[config.mk]
export PLATFORM = sky130hd
export DESIGN_NAME = fifo_uart_tx
export DESIGN_NICKNAME = d
export VERILOG_FILES = /design/src/rtl/uart_pkg.sv /design/src/rtl/uart_baud_cnt.sv /design/src/rtl/fifo_uart_tx.sv
export SDC_FILE = /design/constraint.sdc
export NUM_CORES = 1
export LEC_CHECK = 0
export CELL_PAD_IN_SITES_DETAIL_PLACEMENT = 0
export CELL_PAD_IN_SITES_GLOBAL_PLACEMENT = 1
export CORE_ASPECT_RATIO = 2
export CORE_MARGIN = 3
export CORE_UTILIZATION = 40
export DETAILED_ROUTE_END_ITERATION = 12
export GPL_ROUTABILITY_DRIVEN = 0
export MAX_ROUTING_LAYER = met4
export PLACE_DENSITY = 0.86
export SLEW_MARGIN = 30
export SYNTH_ARGS = -nofsm -noshare
export SYNTH_HDL_FRONTEND = slang
export SYNTH_SLANG_ARGS = --single-unit
[constraint.sdc]
create_clock -name clk -period 3 [get_ports clk]
set_input_delay 0.6 -clock clk [delete_from_list [all_inputs] [get_ports clk]]
set_output_delay 0.6 -clock clk [all_outputs]
set_load 0.01 [all_outputs]
[src/rtl/uart_pkg.sv]
// rtl/uart_pkg.sv - shared state encoding, parity modes and defaults for the UART transmit path
package uart_pkg;

  typedef enum logic [2:0] {
    ST_IDLE,
    ST_LOAD,
    ST_START,
    ST_DATA,
    ST_PARITY,
    ST_STOP
  } tx_state_t;

  localparam int PARITY_NONE          = 0;
  localparam int PARITY_ODD           = 1;
  localparam int PARITY_EVEN          = 2;
  localparam int DEFAULT_CLKS_PER_BIT = 868;

  // Odd mode returns the XNOR reduction, every other mode the XOR reduction.
  function automatic logic parity_bit(input logic [7:0] data, input int mode);
    return (mode == PARITY_ODD) ? ~^data : ^data;
  endfunction

endpackage

[src/rtl/uart_baud_cnt.sv]
// rtl/uart_baud_cnt.sv - bit-period counter, ticks on the last clock of each serial bit
module uart_baud_cnt
  import uart_pkg::*;
#(
  parameter int CLKS_PER_BIT = DEFAULT_CLKS_PER_BIT
) (
  input  logic i_clk,
  input  logic i_rst,
  input  logic i_clear,
  output logic o_bit_end
);

  localparam int CNT_W = $clog2(CLKS_PER_BIT);

  logic [CNT_W-1:0] r_cnt;

  assign o_bit_end = (r_cnt == CNT_W'(CLKS_PER_BIT - 1));

  always_ff @(posedge i_clk) begin
    if (i_rst || i_clear || o_bit_end) begin
      r_cnt <= '0;
    end else begin
      r_cnt <= r_cnt + 1'b1;
    end
  end

endmodule

[src/rtl/fifo_uart_tx.sv]
// rtl/fifo_uart_tx.sv - pops bytes from a show-ahead FIFO and sends them as UART frames
module fifo_uart_tx
  import uart_pkg::*;
#(
  parameter int CLKS_PER_BIT = DEFAULT_CLKS_PER_BIT,
  parameter int PARITY       = PARITY_NONE,
  parameter int STOP_BITS    = 1
) (
  input  logic       clk,
  input  logic       rst,
  input  logic       enable,
  input  logic       fifo_empty,
  input  logic [7:0] fifo_rd_data,
  output logic       fifo_rd_en,
  output logic       tx,
  output logic       busy,
  output logic       tx_done
);

  if (CLKS_PER_BIT < 4) begin : g_bad_clks
    $error("fifo_uart_tx: CLKS_PER_BIT must be >= 4");
  end
  if (PARITY != PARITY_NONE && PARITY != PARITY_ODD && PARITY != PARITY_EVEN) begin : g_bad_parity
    $error("fifo_uart_tx: PARITY must be 0, 1 or 2");
  end
  if (STOP_BITS != 1 && STOP_BITS != 2) begin : g_bad_stop
    $error("fifo_uart_tx: STOP_BITS must be 1 or 2");
  end

  tx_state_t  r_state;
  logic [7:0] r_shift;
  logic [2:0] r_bit_idx;
  logic       r_stop_idx;
  logic       r_tx;
  logic       r_tx_done;

  tx_state_t  w_state_nxt;
  logic [7:0] w_shift_nxt;
  logic [2:0] w_bit_idx_nxt;
  logic [2:0] w_idx_inc;
  logic       w_stop_idx_nxt;
  logic       w_tx_nxt;
  logic       w_done_nxt;
  logic       w_clear;
  logic       w_rd_en;
  logic       w_bit_end;

  // Counter is held clear through IDLE and LOAD so START gets a full bit period.
  uart_baud_cnt #(
    .CLKS_PER_BIT(CLKS_PER_BIT)
  ) u_baud (
    .i_clk    (clk),
    .i_rst    (rst),
    .i_clear  (w_clear),
    .o_bit_end(w_bit_end)
  );

  assign w_idx_inc  = r_bit_idx + 3'd1;
  assign fifo_rd_en = w_rd_en;
  assign tx         = r_tx;
  assign busy       = (r_state != ST_IDLE);
  assign tx_done    = r_tx_done;

  always_ff @(posedge clk) begin
    if (rst) begin
      r_state    <= ST_IDLE;
      r_shift    <= '0;
      r_bit_idx  <= '0;
      r_stop_idx <= 1'b0;
      r_tx       <= 1'b1;
      r_tx_done  <= 1'b0;
    end else begin
      r_state    <= w_state_nxt;
      r_shift    <= w_shift_nxt;
      r_bit_idx  <= w_bit_idx_nxt;
      r_stop_idx <= w_stop_idx_nxt;
      r_tx       <= w_tx_nxt;
      r_tx_done  <= w_done_nxt;
    end
  end

  always_comb begin
    w_state_nxt    = r_state;
    w_shift_nxt    = r_shift;
    w_bit_idx_nxt  = r_bit_idx;
    w_stop_idx_nxt = r_stop_idx;
    w_tx_nxt       = r_tx;
    w_done_nxt     = 1'b0;
    w_clear        = 1'b0;
    w_rd_en        = 1'b0;
    unique case (r_state)
      ST_IDLE: begin
        w_clear  = 1'b1;
        w_tx_nxt = 1'b1;
        if (enable && !fifo_empty) begin
          w_state_nxt = ST_LOAD;
        end
      end
      ST_LOAD: begin
        w_clear     = 1'b1;
        w_rd_en     = 1'b1;
        w_shift_nxt = fifo_rd_data;
        w_tx_nxt    = 1'b0;
        w_state_nxt = ST_START;
      end
      ST_START: begin
        if (w_bit_end) begin
          w_tx_nxt      = r_shift[0];
          w_bit_idx_nxt = 3'd0;
          w_state_nxt   = ST_DATA;
        end
      end
      ST_DATA: begin
        if (w_bit_end) begin
          if (r_bit_idx == 3'd7) begin
            w_stop_idx_nxt = 1'b0;
            if (PARITY != PARITY_NONE) begin
              w_tx_nxt    = parity_bit(r_shift, PARITY);
              w_state_nxt = ST_PARITY;
            end else begin
              w_tx_nxt    = 1'b1;
              w_state_nxt = ST_STOP;
            end
          end else begin
            w_bit_idx_nxt = w_idx_inc;
            w_tx_nxt      = r_shift[w_idx_inc];
          end
        end
      end
      ST_PARITY: begin
        if (w_bit_end) begin
          w_tx_nxt       = 1'b1;
          w_stop_idx_nxt = 1'b0;
          w_state_nxt    = ST_STOP;
        end
      end
      ST_STOP: begin
        if (w_bit_end) begin
          if (r_stop_idx == 1'(STOP_BITS - 1)) begin
            w_done_nxt  = 1'b1;
            w_state_nxt = ST_IDLE;
          end else begin
            w_stop_idx_nxt = 1'b1;
          end
        end
      end
      default: begin
        w_state_nxt = ST_IDLE;
      end
    endcase
  end

endmodule

==> flow_metrics.env, run 1 <==
export IMPL_antenna_found_initial=0
export IMPL_die_area_um2=3963
export IMPL_worstHoldStart="u_baud.r_cnt[0]"
export IMPL_critical_path_startpoint="r_state[1]"
export IMPL_start_util_pct=42.57
export IMPL_die_width_um=46.04
export IMPL_cts_tree="done"
export IMPL_power_mw=0.6919
export IMPL_worstPathRequired_ns=2.40
export IMPL_drc=0
export IMPL_synth_top_area_cell="dfxtp_1"
export IMPL_outcome="complete, no violations"
export IMPL_use_met1_pct=14.36
export IMPL_worstMarginPinSlew_ns=0.6016
export IMPL_vias=998
export IMPL_drt_vias_per_instance=5.607
export IMPL_clock_sinks=26
export IMPL_top_usage_layer="met2"
export IMPL_rsz0062_at_grt="no"
export IMPL_max_freq_mhz=398.6
export IMPL_r2r_slack_ns=0.99
export IMPL_mostFrequentLayoutCells="dfxtp_1, nor2_1, clkdlybuf4s50_1"
export IMPL_min_path_cells=1
export IMPL_crit_buf_inv=1
export IMPL_port_buffers=15
export IMPL_overflow=0
export IMPL_hold_buffers=0
export IMPL_synthCells=138
export IMPL_h_tree_depth=1
export IMPL_min_period_over_period_pct=83.62
export IMPL_nets=164
export IMPL_synth_top_area_share_pct=40.59
export IMPL_crit_arrival_ns=1.91
export IMPL_dp_hpwl_um=2027
export IMPL_drive_above_1_share_pct=7.432
export IMPL_layout_setup_ws_ns=0.4914
export IMPL_hold_ws_ns=0.4697
export IMPL_worstRegToRegCells=6
export IMPL_final_area_um2=1475
export IMPL_post_cts_buffers=0
export IMPL_drt_pass1_iterations=4
export IMPL_synthToLayoutAreaGrowth_pct=15.02
export IMPL_min_period_ns=2.509
export IMPL_grt_pass1_wl_um=4388
export IMPL_relSlewSlack_pct=59.77
export IMPL_ctsRootBufferMaster="clkbuf_8"
export IMPL_clockBufferDepth=2
export IMPL_setup_tns_final_ns=0
export IMPL_hold_violations=0
export IMPL_placed_area_um2=1404
export IMPL_setup_violations=0
export IMPL_timing_rr_start="r_bit_idx[0]"
export IMPL_cp_end_kind="output port"
export IMPL_path_cells="nor2_1 -> and2_1 -> clkdlybuf4s50_1"
export IMPL_p_leak_nw=0.5186
export IMPL_synth_area_um2=1282
export IMPL_synth_area_leaders="dfxtp_1, mux2i_1, nor2_1"
export IMPL_crit_fanout=10
export IMPL_slowest_delay_ns=0.63
export IMPL_antenna_left=0
export IMPL_ys_warn_count=0
export IMPL_ir_worst_vdd_mv=0.3363
export IMPL_syn_nets=153
export IMPL_use_met3_pct=1.891
export IMPL_ios=16
export IMPL_rows=28
export IMPL_die_y_um=86.08
export IMPL_drtIter0Drc=14
export IMPL_rr_endpoint="tx"
export IMPL_dp_slack_ns=0.7583
export IMPL_clkLatencyLatePin_ns=0.26
export IMPL_wl_um=2588
export IMPL_grt_max_degree=18
export IMPL_final_common_cell="dfxtp_1"
export IMPL_routedWlPerCell_um=14.54
export IMPL_drv_slew=0
export IMPL_cap_violations=0
export IMPL_p_per_area_nw_per_um2=469.1
export IMPL_core_um2=3013
export IMPL_synth_seq_cells=26
export IMPL_grtUsageMet2_pct=28.27
export IMPL_worstSetupPathType="flip-flop to output port"
export IMPL_critPathLaunchType="flip-flop"
export IMPL_cp_slowest_cell="clkdlybuf4s50_1"
export IMPL_whs_endpoint="u_baud.r_cnt[0]"
export IMPL_synth_cell_types=36
export IMPL_hold_class="flip-flop to flip-flop"
export IMPL_path_clk_slew_ns=0.09
export IMPL_crit_family="buffers and inverters"
export IMPL_ys_seq_area_share_pct=40.59
export IMPL_n_antenna_cell=0
export IMPL_avgSynthCellArea_um2=9.293
export IMPL_skew_ns=0.004483
export IMPL_gr_usage_all_layers_pct=14.81
export IMPL_grt_pass1_vias=1012
export IMPL_postCtsResizedCells=0
export IMPL_cts_buffers=3
## flip-flops by register name, indices dropped and copies added, names as in the netlist
signal and cells:
r_state 3, u_baud.r_cnt 10, tx_done 1, r_shift 8, r_bit_idx 3, tx 1
## metrics by stage
stage / utilization (%) / cells
after floorplan: - / 138
after global placement: 46.59 / 174
after detailed placement: 46.59 / 174
after CTS: 48.96 / 178
after global routing: 48.96 / 178
final: 48.96 / 178
## Yosys cell counts (all sizes together)
library cell and instances:
nor2b 2, nor2 22, nand4b 1, xnor2 2
nand4 4, dfxtp 26, and2 3, nor3 1
a21o 1, nor4bb 1, a21oi 4, a211oi 1
nand2b 3, and4 1, nand3 6, mux4 1
and3b 2, o221ai 1, a31oi 2, xor2 6
nor3b 2, inv 3, mux2i 11, or3 1
nand2 6, buf 6, clkbuf 3, ha 3
o2111ai 1, and3 3, o21ai 7, a41oi 2
## power by group
part           internal (mW)  switching [mW]  leakage (nW)
clock network          0.178           0.105        0.0357
logic                 0.0293          0.0210         0.273
registers              0.352         0.00652         0.210
total                  0.559           0.133         0.519
## worst max-delay path by stage
stage	end	slack, ns	depth (start not counted)
2_1_floorplan	tx	1.27	6
3_3_place_gp	fifo_rd_en	0.77	3
3_5_place_dp	fifo_rd_en	0.76	3
4_1_cts	fifo_rd_en	0.47	3
5_1_grt	fifo_rd_en	0.38	3
6_report	fifo_rd_en	0.49	3
## cell type report
cell class,count,area [um^2]
Sequential cell,26,520.5
Fill cell,286,1538
Clock buffer,3,41.29
Tap cell,30,37.54
Inverter,3,11.26
Multi-Input combinational cell,100,684.4
Clock inverter,1,30.03
Timing Repair Buffer,15,150.1
## logic make-up after synthesis
logic type,count (synthesis),synth area share (%)
and+or+nand+nor,58,25.37
xor gates and xnor gates,8,5.464
adders and majority gates,3,2.927
muxes,12,10.34
AOI/OAI and AO/OA,19,9.269
buffers and inverters,12,6.048
DFF,26,40.59
## worst reg2reg max path, delay by kind of cell, from the launching register on
family	cells	cell delay, ns
adders and majority gates	2	0.57
DFF	1	0.40
and+or+nand+nor	1	0.19
AOI/OAI and AO/OA	1	0.29
muxes	2	0.44
## per-layer routing
layer,wire length (um),vias to the layer above
met2,1510,16
met3,94,2
li1,-,505
met5,0,-
met1,964,475
met4,19,0
Note: power is estimated with default switching activity, not from simulation.
==> run 2, diff against run 1 <==
--- a/config.mk
+++ b/config.mk
@@ -9,11 +9,11 @@
 export CELL_PAD_IN_SITES_GLOBAL_PLACEMENT = 1
 export CORE_ASPECT_RATIO = 2
 export CORE_MARGIN = 3
-export CORE_UTILIZATION = 40
+export CORE_UTILIZATION = 37
 export DETAILED_ROUTE_END_ITERATION = 12
 export GPL_ROUTABILITY_DRIVEN = 0
 export MAX_ROUTING_LAYER = met4
-export PLACE_DENSITY = 0.86
+export PLACE_DENSITY = 0.84
 export SLEW_MARGIN = 30
 export SYNTH_ARGS = -nofsm -noshare
 export SYNTH_HDL_FRONTEND = slang
==> constraint.sdc (replaced) <==
create_clock -name clk -period 2.3 [get_ports clk]
set_input_delay 0.46 -clock clk [delete_from_list [all_inputs] [get_ports clk]]
set_output_delay 0.46 -clock clk [all_outputs]
set_load 0.01 [all_outputs]
==> flow_metrics.env, run 2 (same netlist as run 1, synthesis figures left out) <==
export IMPL_worstSetupPathType="flip-flop to output port"
export IMPL_whs_endpoint="u_baud.r_cnt[0]"
export IMPL_start_util_pct=39.27
export IMPL_port_buffers=15
export IMPL_drt_vias_per_instance=5.473
export IMPL_overflow=0
export IMPL_core_um2=3266
export IMPL_timing_rr_start="r_bit_idx[0]"
export IMPL_outcome="complete, no violations"
export IMPL_cts_tree="done"
export IMPL_clock_sinks=26
export IMPL_layout_setup_ws_ns=0.2952
export IMPL_rsz0062_at_grt="no"
export IMPL_min_period_over_period_pct=87.17
export IMPL_p_leak_nw=0.5272
export IMPL_die_y_um=89.26
export IMPL_n_antenna_cell=0
export IMPL_worstRegToRegCells=6
export IMPL_dp_hpwl_um=2046
export IMPL_path_clk_slew_ns=0.08
export IMPL_hold_violations=0
export IMPL_antenna_left=0
export IMPL_h_tree_depth=1
export IMPL_min_period_ns=2.005
export IMPL_p_per_area_nw_per_um2=552.5
export IMPL_synthToLayoutAreaGrowth_pct=15.61
export IMPL_min_path_cells=1
export IMPL_grt_pass1_wl_um=4222
export IMPL_mostFrequentLayoutCells="dfxtp_1, nor2_1, clkdlybuf4s50_1"
export IMPL_postCtsResizedCells=0
export IMPL_max_freq_mhz=498.8
export IMPL_antenna_found_initial=0
export IMPL_dp_slack_ns=0.3726
export IMPL_drv_slew=0
export IMPL_ctsRootBufferMaster="clkbuf_8"
export IMPL_ir_worst_vdd_mv=0.4500
export IMPL_crit_fanout=9
export IMPL_largest_register_ff_count=10
export IMPL_worstMarginPinSlew_ns=0.3268
export IMPL_post_place_cells=178
export IMPL_routedWlPerCell_um=13.89
export IMPL_post_cts_buffers=0
export IMPL_final_common_cell="dfxtp_1"
export IMPL_die_area_um2=4251
export IMPL_rows=29
export IMPL_setup_violations=0
export IMPL_wl_um=2528
export IMPL_worstHoldStart="u_baud.r_cnt[0]"
export IMPL_drc=0
export IMPL_grt_max_degree=15
export IMPL_cap_violations=0
export IMPL_cp_end_kind="output port"
export IMPL_hold_class="flip-flop to flip-flop"
export IMPL_drtIter0Drc=8
export IMPL_drt_pass1_iterations=2
export IMPL_grt_pass1_vias=1092
export IMPL_worstPathRequired_ns=1.84
export IMPL_largestRegisters="u_baud.r_cnt (10), r_shift (8)"
export IMPL_vias=996
export IMPL_drive_above_1_share_pct=9.272
export IMPL_relSlewSlack_pct=78.15
export IMPL_ios=16
export IMPL_die_width_um=47.63
export IMPL_skew_ns=0.001378
export IMPL_nets=167
export IMPL_hold_buffers=0
export IMPL_r2r_slack_ns=0.34
export IMPL_clockBufferDepth=2
export IMPL_cts_buffers=3
export IMPL_crit_arrival_ns=1.54
export IMPL_gr_usage_all_layers_pct=13.67
export IMPL_critPathLaunchType="flip-flop"
export IMPL_clkLatencyLatePin_ns=0.26
export IMPL_instances_no_fill=182
export IMPL_rr_endpoint="tx"
export IMPL_max_flop_register="u_baud.r_cnt"
export IMPL_setup_tns_final_ns=0
run 2: changes by cell type in the layout (fill, tap and decap cells not counted), sizes merged:
cell    change
buf         +3
bufinv      -1
clkbuf      +1
run 2: per-stage QoR:
| step | utilization (%) | hold slack (ns) | cell area (um^2) | total power [mW] |
|---|---|---|---|---|
| after floorplan | - | 0.4259 | 1282 | 0.5145 |
| after global placement | 43.72 | 0.4438 | 1428 | 0.5451 |
| after detailed placement | 43.72 | 0.4550 | 1428 | 0.5465 |
| after CTS | 45.40 | 0.4752 | 1483 | 0.8317 |
| after global routing | 45.40 | 0.5138 | 1483 | 0.8517 |
| final | 45.40 | 0.4653 | 1483 | 0.8192 |
run 2: layer usage:
layer	GRT usage, %	share of wire, %	vias up
met5	-	0	-
met4	6.618	2.2	0
met3	2.218	3.7	6
met2	26.04	56	17
met1	11.74	38	465
li1	-	-	508
run 2: layout make-up:
cell class / count / area (um^2)
repair buffers: 18 / 172.7
fillers: 319 / 1783
inverters: 3 / 11.26
clock buffers: 4 / 55.05
well taps: 31 / 38.79
multi-input cells: 100 / 684.4
flip-flops and latches: 26 / 520.5
run 2: power by group:
| part | switching, mW | internal (mW) |
|---|---|---|
| Combinational | 0.0280 | 0.0404 |
| Clock | 0.132 | 0.153 |
| Sequential | 0.00795 | 0.459 |
run 2: worst max-delay path by stage:
| stage | startpoint | end | slack (ns) | cells after the start |
|---|---|---|---|---|
| 4_1_cts | r_state[2] | fifo_rd_en | 0.29 | 3 |
| 3_5_place_dp | r_bit_idx[0] | tx | 0.37 | 6 |
| 5_1_grt | r_state[2] | fifo_rd_en | 0.19 | 3 |
| 3_3_place_gp | r_bit_idx[0] | tx | 0.39 | 6 |
| 2_1_floorplan | r_bit_idx[0] | tx | 0.57 | 6 |
| 6_report | r_state[2] | fifo_rd_en | 0.30 | 3 |
run 2: critical path, stage by stage, from the launching register on:
cell	delay, ns
dfxtp_1	0.41
nor2_1	0.16
and2_1	0.17
clkdlybuf4s50_1	0.54
==> run 3, diff against run 2 <==
--- a/config.mk
+++ b/config.mk
@@ -5,15 +5,16 @@
 export SDC_FILE = /design/constraint.sdc
 export NUM_CORES = 1
 export LEC_CHECK = 0
+export ABC_AREA = 1
 export CELL_PAD_IN_SITES_DETAIL_PLACEMENT = 0
 export CELL_PAD_IN_SITES_GLOBAL_PLACEMENT = 1
 export CORE_ASPECT_RATIO = 2
 export CORE_MARGIN = 3
-export CORE_UTILIZATION = 37
+export CORE_UTILIZATION = 38
 export DETAILED_ROUTE_END_ITERATION = 12
 export GPL_ROUTABILITY_DRIVEN = 0
 export MAX_ROUTING_LAYER = met4
-export PLACE_DENSITY = 0.84
+export PLACE_DENSITY = 0.87
 export SLEW_MARGIN = 30
 export SYNTH_ARGS = -nofsm -noshare
 export SYNTH_HDL_FRONTEND = slang
==> constraint.sdc (replaced) <==
create_clock -name clk -period 2 [get_ports clk]
set_input_delay 0.4 -clock clk [delete_from_list [all_inputs] [get_ports clk]]
set_output_delay 0.4 -clock clk [all_outputs]
set_load 0.01 [all_outputs]
==> flow_metrics.env, run 3 <==
export IMPL_outcome="complete, no violations"
export IMPL_gr_usage_all_layers_pct=14.51
export IMPL_grt_pass1_vias=1053
export IMPL_drt_vias_per_instance=5.023
export IMPL_avgSynthCellArea_um2=7.202
export IMPL_slowest_delay_ns=0.54
export IMPL_cap_violations=0
export IMPL_p_per_area_nw_per_um2=1103
export IMPL_syn_nets=187
export IMPL_vias=1110
export IMPL_synth_area_leaders="dfxtp_1, nor2_1, nand2_1"
export IMPL_h_tree_depth=1
export IMPL_max_freq_mhz=558.3
export IMPL_grt_pass1_wl_um=4264
export IMPL_yosys_top_cells_count="nor2_1, nand2_1, dfxtp_1"
export IMPL_die_area_um2=4022
export IMPL_post_place_cells=217
export IMPL_skew_ns=0.002516
export IMPL_largest_register_ff_count=10
export IMPL_p_int_mw=1.101
export IMPL_whs_endpoint="u_baud.r_cnt[0]"
export IMPL_synth_cell_types=23
export IMPL_post_cts_buffers=0
export IMPL_setup_tns_final_ns=0
export IMPL_clock_sinks=26
export IMPL_rows=28
export IMPL_p_clk_share_pct=26.4
export IMPL_overflow=0
export IMPL_drv_slew=0
export IMPL_switching_share_pct=33.49
export IMPL_yosysMostFrequentCell="nor2_1"
export IMPL_synth_main_ff_cell="dfxtp_1"
export IMPL_worstHoldStart="u_baud.r_cnt[0]"
export IMPL_start_util_pct=40.64
export IMPL_ys_seq_area_share_pct=42.02
export IMPL_synth_top_area_cell="dfxtp_1"
export IMPL_async_reset_ff_share_pct=0
export IMPL_synthCells=172
export IMPL_antenna_found_initial=0
export IMPL_die_width_um=46.37
export IMPL_ctsRootBufferMaster="clkbuf_8"
export IMPL_mostFrequentLayoutCells="nor2_1, nand2_1, dfxtp_1"
export IMPL_synth_edf_count=0
export IMPL_crit_buf_inv=2
export IMPL_port_buffers=15
export IMPL_drc=0
export IMPL_final_common_cell="nor2_1"
export IMPL_antenna_left=0
export IMPL_synth_area_um2=1239
export IMPL_drive_above_1_share_pct=11.52
export IMPL_min_path_cells=1
export IMPL_nets=207
export IMPL_cp_slowest_cell="clkdlybuf4s50_1"
export IMPL_fill_cells=318
export IMPL_pwr_share_seq_pct=41.1
export IMPL_worstRegToRegCells=10
export IMPL_r2r_slack_ns=0.45
export IMPL_crit_arrival_ns=1.39
export IMPL_rsz0062_at_grt="no"
export IMPL_clockBufferDepth=2
export IMPL_core_um2=3048
export IMPL_ios=16
export IMPL_drtIter0Drc=15
export IMPL_min_period_over_period_pct=89.56
export IMPL_largestRegisters="u_baud.r_cnt (10), r_shift (8)"
export IMPL_synthToLayoutAreaGrowth_pct=21.11
export IMPL_hold_violations=0
export IMPL_max_flop_register="u_baud.r_cnt"
export IMPL_synth_seq_cells=26
export IMPL_instances_no_fill=221
export IMPL_clkLatencyLatePin_ns=0.27
export IMPL_timing_rr_start="r_bit_idx[0]"
export IMPL_ir_worst_vdd_mv=0.5859
export IMPL_post_route_util_pct=49.22
export IMPL_path_cells="inv_2 -> nand2_1 -> clkdlybuf4s50_1"
export IMPL_crit_fanout=6
export IMPL_hold_class="flip-flop to flip-flop"
export IMPL_die_y_um=86.74
export IMPL_cts_buffers=3
export IMPL_cp_depth=3
export IMPL_hold_buffers=0
export IMPL_drt_pass1_iterations=4
export IMPL_critPathLaunchType="flip-flop"
export IMPL_ys_warn_count=0
export IMPL_combPwrFrac_pct=32.5
export IMPL_dp_hpwl_um=1998
export IMPL_wl_um=2513
export IMPL_p_switching_mw=0.5541
export IMPL_cp_end_kind="output port"
export IMPL_n_antenna_cell=0
export IMPL_worstMarginPinSlew_ns=0.2554
export IMPL_cts_tree="done"
export IMPL_setup_violations=0
export IMPL_path_clk_slew_ns=0.09
export IMPL_routedWlPerCell_um=11.37
export IMPL_min_period_ns=1.791
export IMPL_rr_endpoint="tx"
export IMPL_crit_family="buffers and inverters"
export IMPL_worstPathRequired_ns=1.60
export IMPL_synth_top_area_share_pct=42.02
export IMPL_worstSetupPathType="flip-flop to output port"
export IMPL_p_leak_nw=0.6287
export IMPL_grt_max_degree=16
export IMPL_postCtsResizedCells=1
export IMPL_relSlewSlack_pct=82.82
run 3: cell types whose count changed after synthesis, sizes merged, moves of 4 or more:
cell,change
nand2,+23
buf,-5
nor2,+20
nand3,+11
nand4,-4
a21oi,+4
o21ai,+7
mux2i,-11
inv,+18
run 3: layout make-up:
cell class	instances	area, um^2	share of cell area [%]
clock buffer	3	41.29	2.752
clock inverter	1	30.03	2.002
inverter	21	78.83	5.254
multi-input combinational	123	628.1	41.87
sequential	26	520.5	34.70
tap	30	37.54	2.502
timing repair buffer	17	163.9	10.93
run 3: worst max path at each step:
| stage | from | to | slack (ns) |
|---|---|---|---|
| CTS | r_state[2] | busy | 0.19 |
| detailed placement | r_state[1] | fifo_rd_en | 0.29 |
| global placement | r_state[1] | fifo_rd_en | 0.32 |
| floorplan | r_bit_idx[0] | tx | 0.61 |
| finish | r_state[2] | busy | 0.21 |
| global route | r_state[2] | busy | 0.13 |
run 3: power by group through the flow:
| stage | clock, mW | combinational (mW) | sequential (mW) |
|---|---|---|---|
| floorplan | 0 | 0.388 | 0.676 |
| global placement | 0 | 0.543 | 0.685 |
| detailed placement | 0 | 0.556 | 0.692 |
| CTS | 0.447 | 0.551 | 0.680 |
| global route | 0.469 | 0.617 | 0.695 |
| finish | 0.437 | 0.538 | 0.680 |
run 3: kinds of logic after synthesis:
logic type               count (synthesis)  share of synthesized area, %
AND/OR/NAND/NOR                         93                         35.05
flip-flops                              26                         42.02
AO/OA/AOI/OAI                           23                         9.797
buffers and inverters                   23                         7.272
XOR/XNOR                                 4                         2.829
adder cells (fa/ha/maj)                  3                         3.031
run 3: per-stage QoR:
step / worst slack (ns) / cell area (um^2) / total power, mW / hold slack, ns
6_report: 0.2089 / 1500 / 1.655 / 0.4611
2_1_floorplan: 0.6126 / 1239 / 1.064 / 0.4175
3_5_place_dp: 0.2876 / 1430 / 1.248 / 0.4436
5_1_grt: 0.1263 / 1500 / 1.781 / 0.4959
3_3_place_gp: 0.3152 / 1430 / 1.228 / 0.4286
4_1_cts: 0.1900 / 1500 / 1.678 / 0.4652
run 3: metal layers:
layer	vias to the layer above	wire, um	GRT usage, %	share of wire [%]
met4	0	63	7.513	2.5
met5	-	0	-	0
li1	580	-	-	-
met2	17	1369	24.37	54
met3	7	79	1.871	3.1
met1	506	1000	15.71	40
run 3: worst reg2reg max path: cells and delay by family (launching register included):
family        cells  cell delay [ns]
fa+ha+maj         2             0.54
simple gates      7             0.44
flops             1             0.38
buf+inv           1             0.11
